===== src/rtl/fec_pipeline_controller.sv =====
// FEC pipeline controller: sequences one frame of symbols from an input
// buffer through a chain of fixed-latency stages into an output buffer.
//
// Ports:
//   clk, rst            clock, synchronous active-high reset
//   en                  global enable, low freezes the controller
//   req / ack           four-phase frame handshake
//   buff_empty          input buffer empty (inserts bubbles)
//   buff_full           output buffer full (freezes the pipeline)
//   stage_bypass        per-stage bypass mask, captured at frame start
//   rd_en_buff          pop one symbol from the input buffer
//   wr_en_buff          push one symbol to the output buffer
//   stage_en            per-stage advance enable, bit 0 = first stage
//   busy                high whenever a frame is in progress
//   frame_cnt           completed frames, wrapping
module fec_pipeline_controller #(
    parameter int NUM_STAGES = 4,
    parameter int STAGE_LAT  = 2,
    parameter int FRAME_LEN  = 64,
    parameter int CNT_W      = 8
) (
    input  logic                  clk,
    input  logic                  rst,
    input  logic                  en,
    input  logic                  req,
    input  logic                  buff_empty,
    input  logic                  buff_full,
    input  logic [NUM_STAGES-1:0] stage_bypass,
    output logic                  ack,
    output logic                  rd_en_buff,
    output logic                  wr_en_buff,
    output logic [NUM_STAGES-1:0] stage_en,
    output logic                  busy,
    output logic [CNT_W-1:0]      frame_cnt
);

    localparam int PIPE_LAT = NUM_STAGES * STAGE_LAT;
    localparam int LEN_W    = $clog2(FRAME_LEN + 1);

    localparam logic [LEN_W-1:0] LEN  = LEN_W'(FRAME_LEN);
    localparam logic [LEN_W-1:0] LAST = LEN_W'(FRAME_LEN - 1);

    typedef enum logic [1:0] {
        IDLE,
        RUN,
        DRAIN,
        DONE
    } state_t;

    state_t                state;
    logic [LEN_W-1:0]      rd_cnt;
    logic [LEN_W-1:0]      wr_cnt;
    logic [PIPE_LAT-1:0]   vld;
    logic [NUM_STAGES-1:0] byp;
    logic                  stall;
    logic                  active;
    logic                  advance;
    logic                  last_rd;
    logic                  last_wr;

    // A full output buffer and a disabled controller both freeze
    // every stage; an empty input buffer only withholds the read.
    assign stall   = buff_full | ~en;
    assign active  = (state == RUN) || (state == DRAIN);
    assign advance = active && !stall;

    assign rd_en_buff = (state == RUN) && !stall && !buff_empty
                        && (rd_cnt < LEN);

    // The valid line tracks which pipeline slots carry a real symbol,
    // so its tail tells us when a symbol reaches the output.
    assign wr_en_buff = vld[PIPE_LAT-1] && advance;

    // Bypassed stages stay idle but the symbol path length is fixed.
    assign stage_en = {NUM_STAGES{advance}} & ~byp;

    assign last_rd = rd_en_buff && (rd_cnt == LAST);
    assign last_wr = wr_en_buff && (wr_cnt == LAST);

    always_ff @(posedge clk) begin
        if (rst) begin
            state     <= IDLE;
            rd_cnt    <= '0;
            wr_cnt    <= '0;
            vld       <= '0;
            byp       <= '0;
            ack       <= 1'b0;
            busy      <= 1'b0;
            frame_cnt <= '0;
        end else begin
            if (advance) begin
                vld <= (vld << 1) | PIPE_LAT'(rd_en_buff);
            end
            if (rd_en_buff) begin
                rd_cnt <= rd_cnt + LEN_W'(1);
            end
            if (wr_en_buff) begin
                wr_cnt <= wr_cnt + LEN_W'(1);
            end

            unique case (state)
                IDLE: begin
                    if (en && req) begin
                        state  <= RUN;
                        busy   <= 1'b1;
                        byp    <= stage_bypass;
                        rd_cnt <= '0;
                        wr_cnt <= '0;
                        vld    <= '0;
                    end
                end
                RUN: begin
                    if (last_rd) begin
                        state <= DRAIN;
                    end
                end
                DRAIN: begin
                    if (last_wr) begin
                        state     <= DONE;
                        ack       <= 1'b1;
                        frame_cnt <= frame_cnt + CNT_W'(1);
                    end
                end
                DONE: begin
                    if (en && !req) begin
                        state <= IDLE;
                        ack   <= 1'b0;
                        busy  <= 1'b0;
                    end
                end
                default: begin
                    state <= IDLE;
                end
            endcase
        end
    end

endmodule


===== config.mk =====
export PLATFORM = sky130hd
export DESIGN_NAME = fec_pipeline_controller
export DESIGN_NICKNAME = d
export VERILOG_FILES = /design/src/rtl/fec_pipeline_controller.sv
export SDC_FILE = /design/constraint.sdc
export NUM_CORES = 1
export LEC_CHECK = 0
export ABC_AREA = 1
export CAP_MARGIN = 10
export CORE_ASPECT_RATIO = 1.75
export CORE_MARGIN = 2
export CORE_UTILIZATION = 40
export DETAILED_ROUTE_END_ITERATION = 10
export DONT_BUFFER_PORTS = 1
export GPL_ROUTABILITY_DRIVEN = 0
export SETUP_SLACK_MARGIN = 0.4
export SLEW_MARGIN = 40
export SYNTH_ARGS = -nofsm -noshare
export SYNTH_HDL_FRONTEND = slang
export SYNTH_SLANG_ARGS = --single-unit
export TNS_END_PERCENT = 20

===== constraint.sdc =====
create_clock -name clk -period 1.9 [get_ports clk]
set_input_delay 0.38 -clock clk [delete_from_list [all_inputs] [get_ports clk]]
set_output_delay 0.38 -clock clk [all_outputs]
set_load 0.005 [all_outputs]

; ---- Yosys cells after proc, flatten, opt, wreduce, memory -nomap -nowiden
; Cells that the tools add are included.
[word_totals]
register_bits = 38
input_bits = 10
out_inout_bits = 16
wordCells = 66
[op_classes]
add_sub_neg = 3
order_cmp = 1
n_eq_ne = 9
n_mux = 19
bitwise_logic = 5
n_reduce_logical = 21
[ops]
columns = operator, count
row1 = 2-to-1 mux 7 bit, 6
row2 = 2-to-1 mux 8 bit, 3
row3 = adder 7 x 1 -> 7 bit (second input constant), 2
row4 = == test 7 x 6 -> 1 bit (second input constant), 2
row5 = logical AND 1 bit, 9
row6 = adder 8 x 1 -> 8 bit (second input constant), 1
row7 = 2-to-1 mux 2 bit, 4
row8 = inequality test 2 bit (second input constant), 4
row9 = OR 8 x 1 -> 8 bit, 1
row10 = one-hot mux 2 bit (4 select lines), 1
row11 = < comparator 7 bit (second input constant), 1
row12 = AND reduction 3 bit, 2
row13 = bitwise AND 4 bit, 1
row14 = == test 2 bit (second input constant), 2
row15 = inverter 4 bit, 1
row16 = one-hot mux 1 bit (2 select lines), 2
row17 = AND reduction 2 bit, 2
row18 = AND reduction 4 bit, 1
row19 = nonzero test 2 bit, 2
row20 = logical NOT 1 bit, 3
row21 = 2-to-1 mux 1 bit, 3
row22 = == test 2 x 1 -> 1 bit (second input constant), 1
row23 = logical NOT 2 bit, 1
row24 = logical OR 1 bit, 1
row25 = other kinds (2), 2

; ---- Longest topological paths before layout
[logic_depth]
ltp_word = 10
mapped_depth = 10
depth_no_buf = 10

; ---- Worst setup path after synthesis
; OpenSTA, ideal clock, no wires.
[synth_timing]
path_kind = reg-to-output
from = register state[0]
to = output stage_en[0]
arrival_time_ns = 1.312
required_ns = 1.520
setup_slack_ns = 0.208
path_stages_with_launch = 7
path_buffers = 2
cell_sequence = dfxtp_1 inv_1 ha_1 nand3_2 buf_2 buf_6 nor2_1
[synth_between]
elab_chain_cells = 4
word_cells_on_any_way = 5
cone_classes = 2 x eq/ne / 1 x bitwise / 2 x reduce/logical
[synth_lines]
columns = item, line_no
row1 = start: declaration, 50  ; state_t state;
row2 = start signal: assignment, 82  ; state <= IDLE;
row3 = start signal: assignment, 104  ; state <= RUN;
row4 = start signal: assignment, 114  ; state <= DRAIN;
row5 = == test 2 x 1 -> 1 bit or == test 2 bit (tied branches), 64  ; assign active = (state == RUN) || (state == DRAIN);
row6 = logical OR 1 bit (*), 64
row7 = logical AND 1 bit (*), 65  ; assign advance = active && !stall;
row8 = bitwise AND 4 bit (*), 75  ; assign stage_en = {NUM_STAGES{advance}} & ~byp;
row9 = end: declaration, 32  ; output logic [NUM_STAGES-1:0] stage_en,
; Mark *: on every way between the ends. The rest lies on a longest branch, timed or not.

; ---- Worst setup path after layout
[layout_timing]
from = register state[1]
to = output stage_en[0]
; The elaborated chain is that of the path after synthesis.

==> results.toml <==
[outcome]
status = "completed"

[clock_tree]
cts_num_sinks = 38
htree_num_levels = 2
ctsHoldBuffers = 0
clk_pin_slew_worst_paths_ns = 0.08
cts_buffers = 5
cts.path.max_buffers = 2
clockRootBuffer = "clkbuf_8"
cts_tree = "built"
clk_latency_ns = 0.29

[floorplanning]
initial_utilization_pct = 41.6
core_area_um2 = 4400
rows = 32
die-area_um2 = 5160
io_pins = 26
die_height_um = 93.6
die_x_um = 55.2

[timing]
final_hold_viol_count = 0
rsz0062_at_grt = "yes"
period_share_pct = 89.3
tns_ns = 0
slew_violations = 0
worst_hold_slack_ns = 0.155
timing.fmax_mhz = 589
slew_headroom_pct = 77.9
setup-violations-final = 0
period_minus_slack_ns = 1.70
max_slew.worst_pin.slew_ns = 0.331
fin_skew_ns = 0.00683

[synth]
synthArstFlopShare_pct = 0
synth_area_per_cell_um2 = 7.61
synth.distinct_cells = 29
synth_xor_area_share_pct = 3.82
synth_flop_cell = "dfxtp_1"
yosysTopAreaCell = "dfxtp_1"
yosysSeqAreaShare_pct = 41.5
netlist_area_um2 = 1830
yosys.area_share.adder_pct = 5.46
ys_top_cells_by_area = "dfxtp_1, nor2_1, nand2_1"
synth-simple-area-share_pct = 28.4
synth_top_family_by_area = "simple AND/OR/NAND/NOR gates"
synth_seq_cells = 38
yosysWarningCount = 0
synth_fp_nets = 259
synth_edf_count = 0
synthMuxAreaShare_pct = 0
synth_compound_area_share_pct = 12.9
synth_top_area_share_pct = 41.5
synth_cells = 241

[critical_path]
r2r_cells = 9
critical_path_class = "reg -> out"
worstPathArrival_ns = 1.32
crit_fanout = 5
crit_chain = "inv_2 -> ha_4 -> nand3_4 -> buf_12 -> nor2_4"
setup.worst_path.end_class = "output pin"
critical-path-slowest-cell = "dfxtp_2"
start_kind = "flop"
critPathMaxStageDelay_ns = 0.34
cp.required_ns = 1.52
worst-path-stages = 5
path_buf_inv = 2
cp_top_family = "flip-flops"

[cells_and_area]
drive_above_1_share_pct = 16.3
antennaDiodeCount = 0
syn_to_final_growth_pct = 13.7
nNetsFinal = 269
fin_cells = 303
final_cell_mix = "nor2_1, dfxtp_1, nand2_1, inv_1, a21oi_1"
layout_commonest_cell = "nor2_1"
num-fill-cells = 455

[routing]
vias_per_cell = 4.94
wl_per_cell_um = 11.4
drt-initial-drc-count = 24
drtPass1Iterations = 6
routed_wl_mm = 3.45
via_count = 1498
ant_nets = 0
drc = 0

[global_route]
track_usage_pct = 14.7
antenna_found_initial = 0
grt_pass1_vias = 1412
grt_max_degree = 23
grt_pass1_wl_mm = 5.62
grt_overflow = 0

[flow_run]
cap_violations = 0

[placed_design]
dp_hpwl_mm = 2.48
numPlacedInstances = 289
portBuffers = 0

[power_and_ir_drop]
power_density_nw_per_um2 = 954
vdd_drop_max_mv = 0.583
p_leak_nw = 0.824

[hold_path]
hold_depth = 1
hold_class = "in -> reg"
flip-flops by register name, summed over array words and instances, names as in the netlist:
| register | flops |
|---|---|
| rd_cnt | 7 |
| vld | 8 |
| frame_cnt | 8 |
| byp | 4 |
| ack | 1 |
| state | 2 |
| wr_cnt | 7 |
| busy | 1 |
worst register-to-register path, delay by kind of cell, from the launching register on:
family | cells | cell delay [ns]
AND/OR/NAND/NOR | 6 | 0.62
flip-flops | 1 | 0.34
adder cells (fa/ha/maj) | 1 | 0.27
AO/OA/AOI/OAI | 1 | 0.17
buffers and inverters | 1 | 0.06
final cells by class:
| class | count | area [um^2] | share of cell area [%] |
|---|---|---|---|
| tap | 51 | 63.8 | 3.06 |
| multi-input combinational | 169 | 990 | 47.5 |
| clock inverter | 1 | 5.00 | 0.240 |
| inverter | 30 | 113 | 5.40 |
| clock buffer | 7 | 86.3 | 4.14 |
| timing repair buffer | 7 | 65.1 | 3.12 |
| sequential | 38 | 763 | 36.6 |
metrics by stage:
step | area, um^2 | worst slack, ns | util, % | total power [mW]
after global routing | 2090 | 0.155 | 47.4 | 2.12
after floorplan | 1870 | 0.389 | - | 1.30
after detailed placement | 1910 | 0.324 | 43.4 | 1.36
after global placement | 1910 | 0.338 | 43.4 | 1.36
final | 2090 | 0.203 | 47.4 | 1.99
after CTS | 2070 | 0.199 | 47.1 | 2.01
repair_timing:
item / in CTS / in global routing
setup endpoints to repair: 24 / 38
setup buffers: 5 / 0
cloned: 0 / 1
pin swaps: 2 / 1
gates resized for setup: 7 / 1
where the power goes:
part	internal [mW]	switching, mW	leakage [nW]
combinational	0.225	0.297	0.468
clock	0.293	0.270	0.0482
sequential	0.864	0.0416	0.308
per-layer routing:
metal | global-route usage (%) | wire [um] | vias to the layer above
met2 | 25.6 | 1720 | 25
met5 | 0 | 0 | -
met1 | 16.0 | 1490 | 671
li1 | - | - | 797
met3 | 3.99 | 172 | 5
met4 | 5.69 | 57 | 0
cells in the mapped netlist, types with 2 or more instances:
| library cell | number |
|---|---|
| buf_2 | 2 |
| xor2_1 | 3 |
| nand2_1 | 35 |
| o21a_1 | 3 |
| a211oi_1 | 7 |
| o21ai_0 | 6 |
| a21oi_1 | 20 |
| ha_1 | 8 |
| nand4_1 | 2 |
| nand2_2 | 4 |
| nand3_2 | 2 |
| inv_1 | 26 |
| nand3_1 | 15 |
| nor2_1 | 45 |
| xnor2_1 | 5 |
| nor3_1 | 2 |
| nor2_4 | 3 |
| nor2_2 | 2 |
| inv_2 | 3 |
| dfxtp_1 | 38 |
| o21bai_1 | 2 |
cells by family (layout without fill, tap and decap cells):
logic type,Yosys count,in the layout
AND/OR/NAND/NOR,112,113
buffers and inverters,35,45
flip-flops,38,38
AO/OA/AOI/OAI,40,40
XOR/XNOR,8,8
adder cells (fa/ha/maj),8,8
path summary, 6_finish.rpt:
check | from | endpoint | slack [ns]
hold / removal | rst | frame_cnt[6]$_SDFFE_PP0P_ | 0.15
hold reg to reg | vld[5]$_SDFF_PP0_ | vld[5]$_SDFF_PP0_ | 0.45
setup / recovery | state[1]$_SDFFE_PP0P_ | stage_en[0] | 0.20
setup reg to reg | state[1]$_SDFFE_PP0P_ | state[0]$_SDFFE_PP0P_ | 0.34
Power figures use the tool's default switching activity.
